**src/rtl/addr_map_rule_pkg.sv**
```systemverilog
// ---------------------------------------------------------------------------
// addr_map_rule_pkg
// Purpose : Shared address-map rule type used by the testharness interconnect
//           pieces. A rule maps the half-open byte range
//           [start_addr, end_addr) onto the port number held in idx.
// Ports   : none (package)
// ---------------------------------------------------------------------------
package addr_map_rule_pkg;

   typedef struct packed {
      logic [31:0] idx;
      logic [31:0] start_addr;
      logic [31:0] end_addr;
   } addr_map_rule_t;

endpackage

```
**src/rtl/ext_periph_obi_demux_pkg.sv**
```systemverilog
// ---------------------------------------------------------------------------
// ext_periph_obi_demux_pkg
// Purpose : Constants and types for the external-peripheral OBI demux:
//           decode-error read data, the testharness external-peripheral rule
//           table and the port-index width helper.
// Ports   : none (package)
// ---------------------------------------------------------------------------
package ext_periph_obi_demux_pkg;

   import addr_map_rule_pkg::*;

   localparam logic [31:0] ERR_RDATA = 32'hBADACCE5;

   localparam logic [31:0] EXT_PERIPHERAL_START_ADDRESS = 32'h3000_0000;

   localparam int unsigned EXT_NSLAVES = 4;

   typedef addr_map_rule_t [EXT_NSLAVES-1:0] ext_rule_array_t;

   // memcopy, AMS, IFFIFO and simple accelerator windows; every end is exclusive.
   // The AMS window is deliberately short so that base+0x1100 decodes as a miss.
   localparam ext_rule_array_t EXT_PERIPH_RULES = '{
      0: '{idx: 32'd0,
           start_addr: EXT_PERIPHERAL_START_ADDRESS + 32'h0000_0000,
           end_addr:   EXT_PERIPHERAL_START_ADDRESS + 32'h0000_1000},
      1: '{idx: 32'd1,
           start_addr: EXT_PERIPHERAL_START_ADDRESS + 32'h0000_1000,
           end_addr:   EXT_PERIPHERAL_START_ADDRESS + 32'h0000_1100},
      2: '{idx: 32'd2,
           start_addr: EXT_PERIPHERAL_START_ADDRESS + 32'h0000_2000,
           end_addr:   EXT_PERIPHERAL_START_ADDRESS + 32'h0000_3000},
      3: '{idx: 32'd3,
           start_addr: EXT_PERIPHERAL_START_ADDRESS + 32'h0000_3000,
           end_addr:   EXT_PERIPHERAL_START_ADDRESS + 32'h0000_4000}
   };

   // Port indices must also encode the virtual error port (value NSlaves).
   function automatic int unsigned port_idx_width(input int unsigned n_slaves);
      return $clog2(n_slaves + 1);
   endfunction

endpackage

```
**src/rtl/ext_periph_addr_match.sv**
```systemverilog
// ---------------------------------------------------------------------------
// ext_periph_addr_match
// Purpose : Combinational first-match address decoder over a rule table.
//           Rule 0 has the highest priority. A miss returns NRules.
// Ports   : i_addr  - byte address to decode
//           o_sel   - idx field of the first matching rule, or NRules on miss
//           o_miss  - no rule matched
// ---------------------------------------------------------------------------
module ext_periph_addr_match
   import addr_map_rule_pkg::*;
#(
   parameter int unsigned NRules = 4,
   parameter int unsigned PortW  = 3,
   parameter addr_map_rule_t [NRules-1:0] Rules = '0
) (
   input  logic [31:0]      i_addr,
   output logic [PortW-1:0] o_sel,
   output logic             o_miss
);

   // Walk the rules from last to first so that the lowest-numbered match
   // is the one left standing.
   always_comb begin
      o_sel  = PortW'(NRules);
      o_miss = 1'b1;
      for (int i = int'(NRules) - 1; i >= 0; i--) begin
         if ((i_addr >= Rules[i].start_addr) && (i_addr < Rules[i].end_addr)) begin
            o_sel  = Rules[i].idx[PortW-1:0];
            o_miss = 1'b0;
         end
      end
   end

endmodule

```
**src/rtl/ext_periph_obi_demux.sv**
```systemverilog
// ---------------------------------------------------------------------------
// ext_periph_obi_demux
// Purpose : Splits the MCU external-peripheral OBI request stream over
//           NSlaves peripherals by address, answers unmapped addresses with
//           an internal error responder, and returns responses in order.
// Ports   : clk_i, rst_i            - clock, synchronous active-high reset
//           mst_*                   - OBI responder side toward the MCU
//           slv_req_o/slv_gnt_i     - one-hot request / per-slave grants
//           slv_addr/we/be/wdata_o  - broadcast request fields
//           slv_rvalid_i/rdata_i    - per-slave responses (slave k at [32k+:32])
//           spurious_rsp_o          - unexpected slave rvalid seen this cycle
//           busy_o                  - transactions outstanding
// ---------------------------------------------------------------------------
module ext_periph_obi_demux
   import addr_map_rule_pkg::*;
   import ext_periph_obi_demux_pkg::*;
#(
   parameter int unsigned NSlaves  = EXT_NSLAVES,
   parameter int unsigned MaxTrans = 2,
   parameter addr_map_rule_t [NSlaves-1:0] AddrRules = EXT_PERIPH_RULES,
   parameter logic [31:0] ErrRdata = ERR_RDATA
) (
   input  logic                  clk_i,
   input  logic                  rst_i,
   input  logic                  mst_req_i,
   input  logic [31:0]           mst_addr_i,
   input  logic                  mst_we_i,
   input  logic [3:0]            mst_be_i,
   input  logic [31:0]           mst_wdata_i,
   output logic                  mst_gnt_o,
   output logic                  mst_rvalid_o,
   output logic [31:0]           mst_rdata_o,
   output logic                  mst_err_o,
   output logic [NSlaves-1:0]    slv_req_o,
   output logic [31:0]           slv_addr_o,
   output logic                  slv_we_o,
   output logic [3:0]            slv_be_o,
   output logic [31:0]           slv_wdata_o,
   input  logic [NSlaves-1:0]    slv_gnt_i,
   input  logic [NSlaves-1:0]    slv_rvalid_i,
   input  logic [NSlaves*32-1:0] slv_rdata_i,
   output logic                  spurious_rsp_o,
   output logic                  busy_o
);

   localparam int unsigned       PortW   = port_idx_width(NSlaves);
   localparam int unsigned       CntW    = $clog2(MaxTrans + 1);
   localparam logic [PortW-1:0]  ErrPort = PortW'(NSlaves);
   localparam logic [CntW-1:0]   CntMax  = CntW'(MaxTrans);

   logic [CntW-1:0]    cnt_q;
   logic [PortW-1:0]   cur_port_q;
   logic               err_pend_q;

   logic [PortW-1:0]   w_sel;
   logic               w_miss;
   logic               w_isErr;
   logic [PortW-1:0]   w_port;
   logic               w_busy;
   logic               w_stall;
   logic               w_fwd;
   logic               w_slvGnt;
   logic               w_curRvalid;
   logic [31:0]        w_curRdata;
   logic               w_slvRoute;
   logic [NSlaves-1:0] w_expMask;
   logic               w_accept;

   ext_periph_addr_match #(
      .NRules (NSlaves),
      .PortW  (PortW),
      .Rules  (AddrRules)
   ) u_match (
      .i_addr (mst_addr_i),
      .o_sel  (w_sel),
      .o_miss (w_miss)
   );

   // A rule pointing past the last slave is treated like a miss so the
   // error responder catches it instead of indexing a missing port.
   assign w_isErr = w_miss || (w_sel >= ErrPort);
   assign w_port  = w_isErr ? ErrPort : w_sel;

   assign w_busy  = (cnt_q != '0);
   // Switching ports only after a full drain keeps responses in order.
   assign w_stall = (cnt_q == CntMax) || (w_busy && (w_port != cur_port_q));
   assign w_fwd   = !rst_i && !w_stall;

   assign w_slvRoute = w_busy && (cur_port_q < ErrPort);

   always_comb begin
      w_slvGnt    = 1'b0;
      w_curRvalid = 1'b0;
      w_curRdata  = '0;
      w_expMask   = '0;
      slv_req_o   = '0;
      for (int k = 0; k < int'(NSlaves); k++) begin
         if (w_port == PortW'(k)) begin
            w_slvGnt     = slv_gnt_i[k];
            slv_req_o[k] = w_fwd && !w_isErr && mst_req_i;
         end
         if (cur_port_q == PortW'(k)) begin
            w_curRvalid  = slv_rvalid_i[k];
            w_curRdata   = slv_rdata_i[32*k +: 32];
            w_expMask[k] = w_busy;
         end
      end
   end

   assign mst_gnt_o = w_fwd && (w_isErr ? mst_req_i : w_slvGnt);
   assign w_accept  = mst_req_i && mst_gnt_o;

   // The error responder answers exactly one cycle after its grant; otherwise
   // the response comes from the port that owns the outstanding transactions.
   always_comb begin
      mst_rvalid_o = 1'b0;
      mst_err_o    = 1'b0;
      mst_rdata_o  = '0;
      if (!rst_i) begin
         if (err_pend_q) begin
            mst_rvalid_o = 1'b1;
            mst_err_o    = 1'b1;
            mst_rdata_o  = ErrRdata;
         end else if (w_slvRoute) begin
            mst_rvalid_o = w_curRvalid;
            mst_rdata_o  = w_curRdata;
         end
      end
   end

   assign spurious_rsp_o = !rst_i && (|(slv_rvalid_i & ~w_expMask));
   assign busy_o         = !rst_i && w_busy;

   assign slv_addr_o  = mst_addr_i;
   assign slv_we_o    = mst_we_i;
   assign slv_be_o    = mst_be_i;
   assign slv_wdata_o = mst_wdata_i;

   // Outstanding-transaction bookkeeping; a grant and a response in the same
   // cycle cancel out.
   always_ff @(posedge clk_i) begin
      if (rst_i) begin
         cnt_q      <= '0;
         cur_port_q <= '0;
         err_pend_q <= 1'b0;
      end else begin
         if (w_accept && !mst_rvalid_o) begin
            cnt_q <= cnt_q + CntW'(1);
         end else if (!w_accept && mst_rvalid_o) begin
            cnt_q <= cnt_q - CntW'(1);
         end
         if (w_accept) begin
            cur_port_q <= w_port;
         end
         err_pend_q <= w_accept && w_isErr;
      end
   end

endmodule

```
**config.mk**
```make
export PLATFORM = sky130hd
export DESIGN_NAME = ext_periph_obi_demux
export DESIGN_NICKNAME = d
export VERILOG_FILES = /design/src/rtl/addr_map_rule_pkg.sv /design/src/rtl/ext_periph_obi_demux_pkg.sv /design/src/rtl/ext_periph_addr_match.sv /design/src/rtl/ext_periph_obi_demux.sv
export SDC_FILE = /design/constraint.sdc
export NUM_CORES = 1
export LEC_CHECK = 0
export ABC_AREA = 1
export BUFFER_PORTS_ARGS = -buffer_cell sky130_fd_sc_hd__buf_2
export CAP_MARGIN = 5
export CORE_AREA = 3 3 123 125
export DETAILED_ROUTE_END_ITERATION = 8
export DIE_AREA = 0 0 126 128
export PLACE_DENSITY_LB_ADDON = 0.2
export REMOVE_ABC_BUFFERS = 1
export SLEW_MARGIN = 10
export SYNTH_ARGS = -nofsm -noshare
export SYNTH_HDL_FRONTEND = slang
export SYNTH_HIERARCHICAL = 1
export SYNTH_SLANG_ARGS = --single-unit
```
**constraint.sdc**
```tcl
create_clock -name clk_i -period 4.25 [get_ports clk_i]
set_input_delay 1.275 -clock clk_i [delete_from_list [all_inputs] [get_ports clk_i]]
set_output_delay 1.275 -clock clk_i [all_outputs]
set_load 0.01 [all_outputs]
```
Yosys cells after proc, flatten, opt, wreduce, memory -nomap -nowiden. Index checks and enable logic that the tools add are counted.

Flip-flop bits (word level): 6. Input port bits: 208. Output and inout port bits: 110. Logic and storage cells: 93.

$add $sub $neg: 2. Magnitude comparators: 10. Equal/unequal tests: 8. Multiplexer cells: 40. Bitwise logic cells: 2. Reductions and logical operators: 28.

Operator list (count): $mux W32 (7); $ge A32 B30 Y1 const B (4); $lt A32 B30 Y1 const B (4); $mux W1 (26); $logic_and A1 B1 Y1 (16); $mux W3 (5); $eq A3 B2 Y1 const B (4); $eq A3 B1 Y1 const B (2); $logic_not A3 Y1 (2); $logic_not A1 Y1 (5); $and A4 B4 Y4 (1); $mux W2 (2); $not A4 Y4 (1); $reduce_bool A2 Y1 (2); $reduce_or A4 Y1 (1); $ge A3 B3 Y1 const B (1); $lt A3 B3 Y1 const B (1); $ne A3 B3 Y1 (1); $add A2 B1 Y2 const B (1); $eq A2 B2 Y1 const B (1); $logic_or A1 B1 Y1 (2); $sub A2 B1 Y2 const B (1).

Longest topological paths before layout.
Depth in word-level cells: 21. Gate-level depth with buffers: 24.

By module. Netlist, hierarchy kept.

Modules (own cells, without submodules): ext_periph_obi_demux (times used 1, cells an instance 373, area each 2158.3 µm², sequential area each 120.1 µm²); ext_periph_addr_match (times used 1, cells an instance 45, area each 226.5 µm², sequential area each 0.0 µm²).

Worst setup path before layout. OpenSTA, ideal clock, no wires.

Kind: input to output. Start point: input port mst_addr_i[17]. End point: output port slv_req_o[1]. Arrival: 3180 ps. Data required time: 2975 ps. Setup slack: -205 ps. Cell stages on the path: 17. Buffers on the path: 2. Cells stage by stage: nor2_1 > nand2_2 > nor2_4 > nand2_1 > nor2_2 > nand3_2 > nand2_2 > nor2_2 > buf_4 > nor2_4 > buf_6 > nor2_2 > nor2_1 > nand3_1 > a21oi_2 > nand2_1 > nor3_1.

Elaborated cells on any way between the ends: 33.

RTL lines: start: declaration (line ext_periph_obi_demux.sv:26) `input logic [31:0] mst_addr_i,`; $ge A32 B30 Y1 / $lt A32 B30 Y1 (equally long branches) (line ext_periph_addr_match.sv:27) `if ((i_addr >= Rules[i].start_addr) && (i_addr < Rules[i].end_addr)) begin`; $logic_and A1 B1 Y1 (line ext_periph_addr_match.sv:27); $mux W3 (2 in series) (line ext_periph_addr_match.sv:27); $mux W3 * (line ext_periph_addr_match.sv:27); net w_sel[1] (line ext_periph_obi_demux.sv:55) `logic [PortW-1:0] w_sel;`; $ge A3 B3 Y1 (line ext_periph_obi_demux.sv:81) `assign w_isErr = w_miss || (w_sel >= ErrPort);`; $logic_or A1 B1 Y1 (line ext_periph_obi_demux.sv:81); $mux W3 (line ext_periph_obi_demux.sv:82) `assign w_port = w_isErr ? ErrPort : w_sel;`; $ne A3 B3 Y1 (line ext_periph_obi_demux.sv:86) `assign w_stall = (cnt_q == CntMax) || (w_busy && (w_port != cur_port_q));`; $logic_and A1 B1 Y1 (line ext_periph_obi_demux.sv:86); $logic_or A1 B1 Y1 (line ext_periph_obi_demux.sv:86); $logic_not A1 Y1 (line ext_periph_obi_demux.sv:87) `assign w_fwd = !rst_i && !w_stall;`; $logic_and A1 B1 Y1 (line ext_periph_obi_demux.sv:87); $logic_and A1 B1 Y1 (2 in series) (line ext_periph_obi_demux.sv:100) `slv_req_o[k] = w_fwd && !w_isErr && mst_req_i;`; $mux W1 * (line ext_periph_obi_demux.sv:98) `if (w_port == PortW'(k)) begin`; end: declaration (line ext_periph_obi_demux.sv:34) `output logic [NSlaves-1:0] slv_req_o,`.

The timed path passes the listed nets; every way through them passes the cells marked *.

Final worst setup path.
Start point: input port mst_addr_i[20]. End point: output port slv_req_o[3].

The elaborated chain is that of the path after synthesis.

==> results.sh <==
export IMPL_worstHoldPathType="reg2reg"
export IMPL_diodes=0
export IMPL_final_antenna_net_count=0
export IMPL_layout_drive_gt1_share_pct=52.1
export IMPL_leakagePower_nw=1.92
export IMPL_fmax_mhz=221
export IMPL_start_kind="primary input"
export IMPL_dieWidth_microns=126
export IMPL_final_common_cell="buf_2"
export IMPL_final_setup_tns_ns=-1.18
export IMPL_gp_congestion=0.966
export IMPL_ys_types=34
export IMPL_swShare_pct=43.8
export IMPL_hpwl_mm=10.7
export IMPL_syn_avg_cell_area_sq_um=5.71
export IMPL_final_cell_mix="buf_2, nand2_1, a21oi_1, nor2_1, buf_4"
export IMPL_cts_root_buf="clkbuf_16"
export IMPL_fp_coreArea_sq_um=14000
export IMPL_max_cap_viol_count=0
export IMPL_rows=43
export IMPL_tightest_slew_ns=0.674
export IMPL_ys_seq_area_share_pct=5.04
export IMPL_cts_max_level=1
export IMPL_synth_edf_count=0
export IMPL_vdd_drop_max_mv=0.128
export IMPL_start_util_pct=17.0
export IMPL_drc=0
export IMPL_failed_checks="setup timing"
export IMPL_slew_headroom_pct=55.0
export IMPL_switchingPower_uw=319
export IMPL_reg2reg_from="cur_port_q[2]$_SDFFE_PP0P_"
export IMPL_fin_nets=793
export IMPL_grt_pass1_wl_mm=19.0
export IMPL_startpoint="mst_addr_i[20]"
export IMPL_power_internal_uw=410
export IMPL_grt_pass1_vias=3432
export IMPL_rsz0062_at_grt="true"
export IMPL_synthCells=418
export IMPL_drt_total_wl_mm=13.3
export IMPL_firstDrtPassIters=4
export IMPL_fillers=1595
export IMPL_ioPinCount=318
export IMPL_first_iter_violations=96
export IMPL_ys_warn_count=6
export IMPL_clk_path_buf_depth=2
export IMPL_crit_end="slv_req_o[3]"
export IMPL_area_growth_pct=49.3
export IMPL_fin_skew_ns=0.00151
export IMPL_period_share_pct=106
export IMPL_combPwrFrac_pct=68.2
export IMPL_layout_min_cycle_time_ns=4.52
export IMPL_setup_viol=5
export IMPL_cts_buffers=3
export IMPL_cts_sinks=6
export IMPL_finalHoldViolCount=0
export IMPL_outcome="finished, violations left"
export IMPL_avgViaCountPerCell=4.54
export IMPL_slew_violations=0
export IMPL_pre_cts_slack_ns=-0.299
export IMPL_async_flop_share_pct=0
export IMPL_path_max_fanout=8
export IMPL_path_class="in2out"
export IMPL_p_seq_share_pct=11.1
export IMPL_reg2reg_slack_ns=1.47
export IMPL_grt_max_degree=43
export IMPL_total_power_uw=729
export IMPL_die_y_microns=128
export IMPL_cp_end_kind="output pin"
export IMPL_required_ns=2.97
export IMPL_cts_tree="done"
export IMPL_grt_ovfl_total=0
export IMPL_antenna_found_initial=0
export IMPL_die_area_sq_um=16100
export IMPL_insertion_delay_ns=0.23
export IMPL_portBuffers=227
export IMPL_synth_area_sq_um=2380
export IMPL_fin_ws_ns=-0.269
export IMPL_p_clk_share_pct=20.7
export IMPL_crit_arrival_ns=3.24
export IMPL_vias=3458
export IMPL_detail_route_wl_per_cell_microns=17.4
export IMPL_synth_top_flop_cell="dfxtp_1"
export IMPL_r2r_end="cnt_q[1]$_SDFFE_PP0P_"
export IMPL_synth_ff_latch_count=6
export IMPL_hold_buffers=0
export IMPL_power_density_nw_per_um2=205
export IMPL_clk_pin_slew_ns=0.03
export IMPL_reg2regPathDepth=13
export IMPL_whs_ns=0.461
export IMPL_final_util_pct=25.4
export IMPL_track_usage_pct=15.0
how the worst min path moves through the flow:
| stage | from | endpoint | slack [ns] | cells after the start |
|---|---|---|---|---|
| finish | cnt_q[1]$_SDFFE_PP0P_ | cnt_q[1]$_SDFFE_PP0P_ | 0.46 | 2 |
| global route | cnt_q[1]$_SDFFE_PP0P_ | cnt_q[1]$_SDFFE_PP0P_ | 0.52 | 2 |
| CTS | cnt_q[1]$_SDFFE_PP0P_ | cnt_q[1]$_SDFFE_PP0P_ | 0.46 | 2 |
| detailed placement | cnt_q[1]$_SDFFE_PP0P_ | cnt_q[1]$_SDFFE_PP0P_ | 0.45 | 2 |
| global placement | cnt_q[1]$_SDFFE_PP0P_ | cnt_q[1]$_SDFFE_PP0P_ | 0.45 | 2 |
| floorplan | cnt_q[1]$_SDFFE_PP0P_ | cnt_q[1]$_SDFFE_PP0P_ | 0.44 | 2 |
power groups by stage:
stage / Sequential (mW) / Combinational [mW] / Clock, mW
floorplan: 0.0790 / 0.245 / 0
global placement: 0.0816 / 0.473 / 0
detailed placement: 0.0812 / 0.476 / 0
CTS: 0.0805 / 0.492 / 0.153
global route: 0.0826 / 0.556 / 0.157
finish: 0.0807 / 0.497 / 0.151
flip-flops by register name, summed over array words and instances, names as in the netlist:
| signal | flops |
|---|---|
| cnt_q | 2 |
| cur_port_q | 3 |
| err_pend_q | 1 |
area by class of cell:
class,instances,area [sq um],share of cell area (%)
multi-input cells,292,1620,45.5
repair buffers,255,1420,40.0
well taps,180,225,6.33
flip-flops and latches,6,120,3.37
inverters,26,97.6,2.74
clock buffers,3,75.1,2.11
synthesized netlist by cell type (9+ instances only):
master / count / area [sq um]
nand2_1: 74 / 278
nand3_1: 13 / 65.1
nor3_1: 14 / 70.1
o21ai_1: 16 / 80.1
a22oi_1: 20 / 150
o211ai_1: 20 / 150
inv_1: 22 / 82.6
o21ai_0: 22 / 110
clkbuf_1: 9 / 33.8
buf_4: 71 / 533
a21oi_1: 36 / 180
buf_2: 9 / 45.0
nor2_1: 36 / 135
timing repair:
item / CTS / global route
gates resized for setup: 24 / 15
pin swaps: 7 / 19
setup endpoints to repair: 5 / 5
buffers inserted: 5 / 2
critical path, cell delays in order:
cell and delay (ns):
buf_6 0.09, nor2_2 0.10, nand2_2 0.08, nor2_4 0.16, nand2_1 0.08, nand2_2 0.10, nand3_2 0.10, nand2_2 0.10
nor2_4 0.05, nor2_4 0.20, nand2_2 0.08, buf_4 0.13, buf_4 0.12, buf_4 0.12, buf_4 0.13, nor3_2 0.16
buf_2 0.15
layer usage:
metal / GRT usage, % / part of all wire [%] / up-vias
met5: 9.60 / 1.2 / -
met4: 2.08 / 0.91 / 4
met3: 10.3 / 17 / 12
met2: 22.5 / 42 / 266
met1: 17.4 / 38 / 1500
li1: - / - / 1676
logic make-up after synthesis:
group / share of synthesized area (%)
AND/OR/NAND/NOR: 33.6
buffers and inverters: 30.9
AO/OA/AOI/OAI: 29.6
flip-flops: 5.04
XOR/XNOR: 0.367
adder cells (fa/ha/maj): 0.525
through the flow:
step                area [sq um]  instances
global route                3560        762
finish                      3560        762
detailed placement          3260        752
floorplan                   1750        324
CTS                         3480        760
global placement            3260        752
No activity file was read; power rests on OpenSTA's default activity.
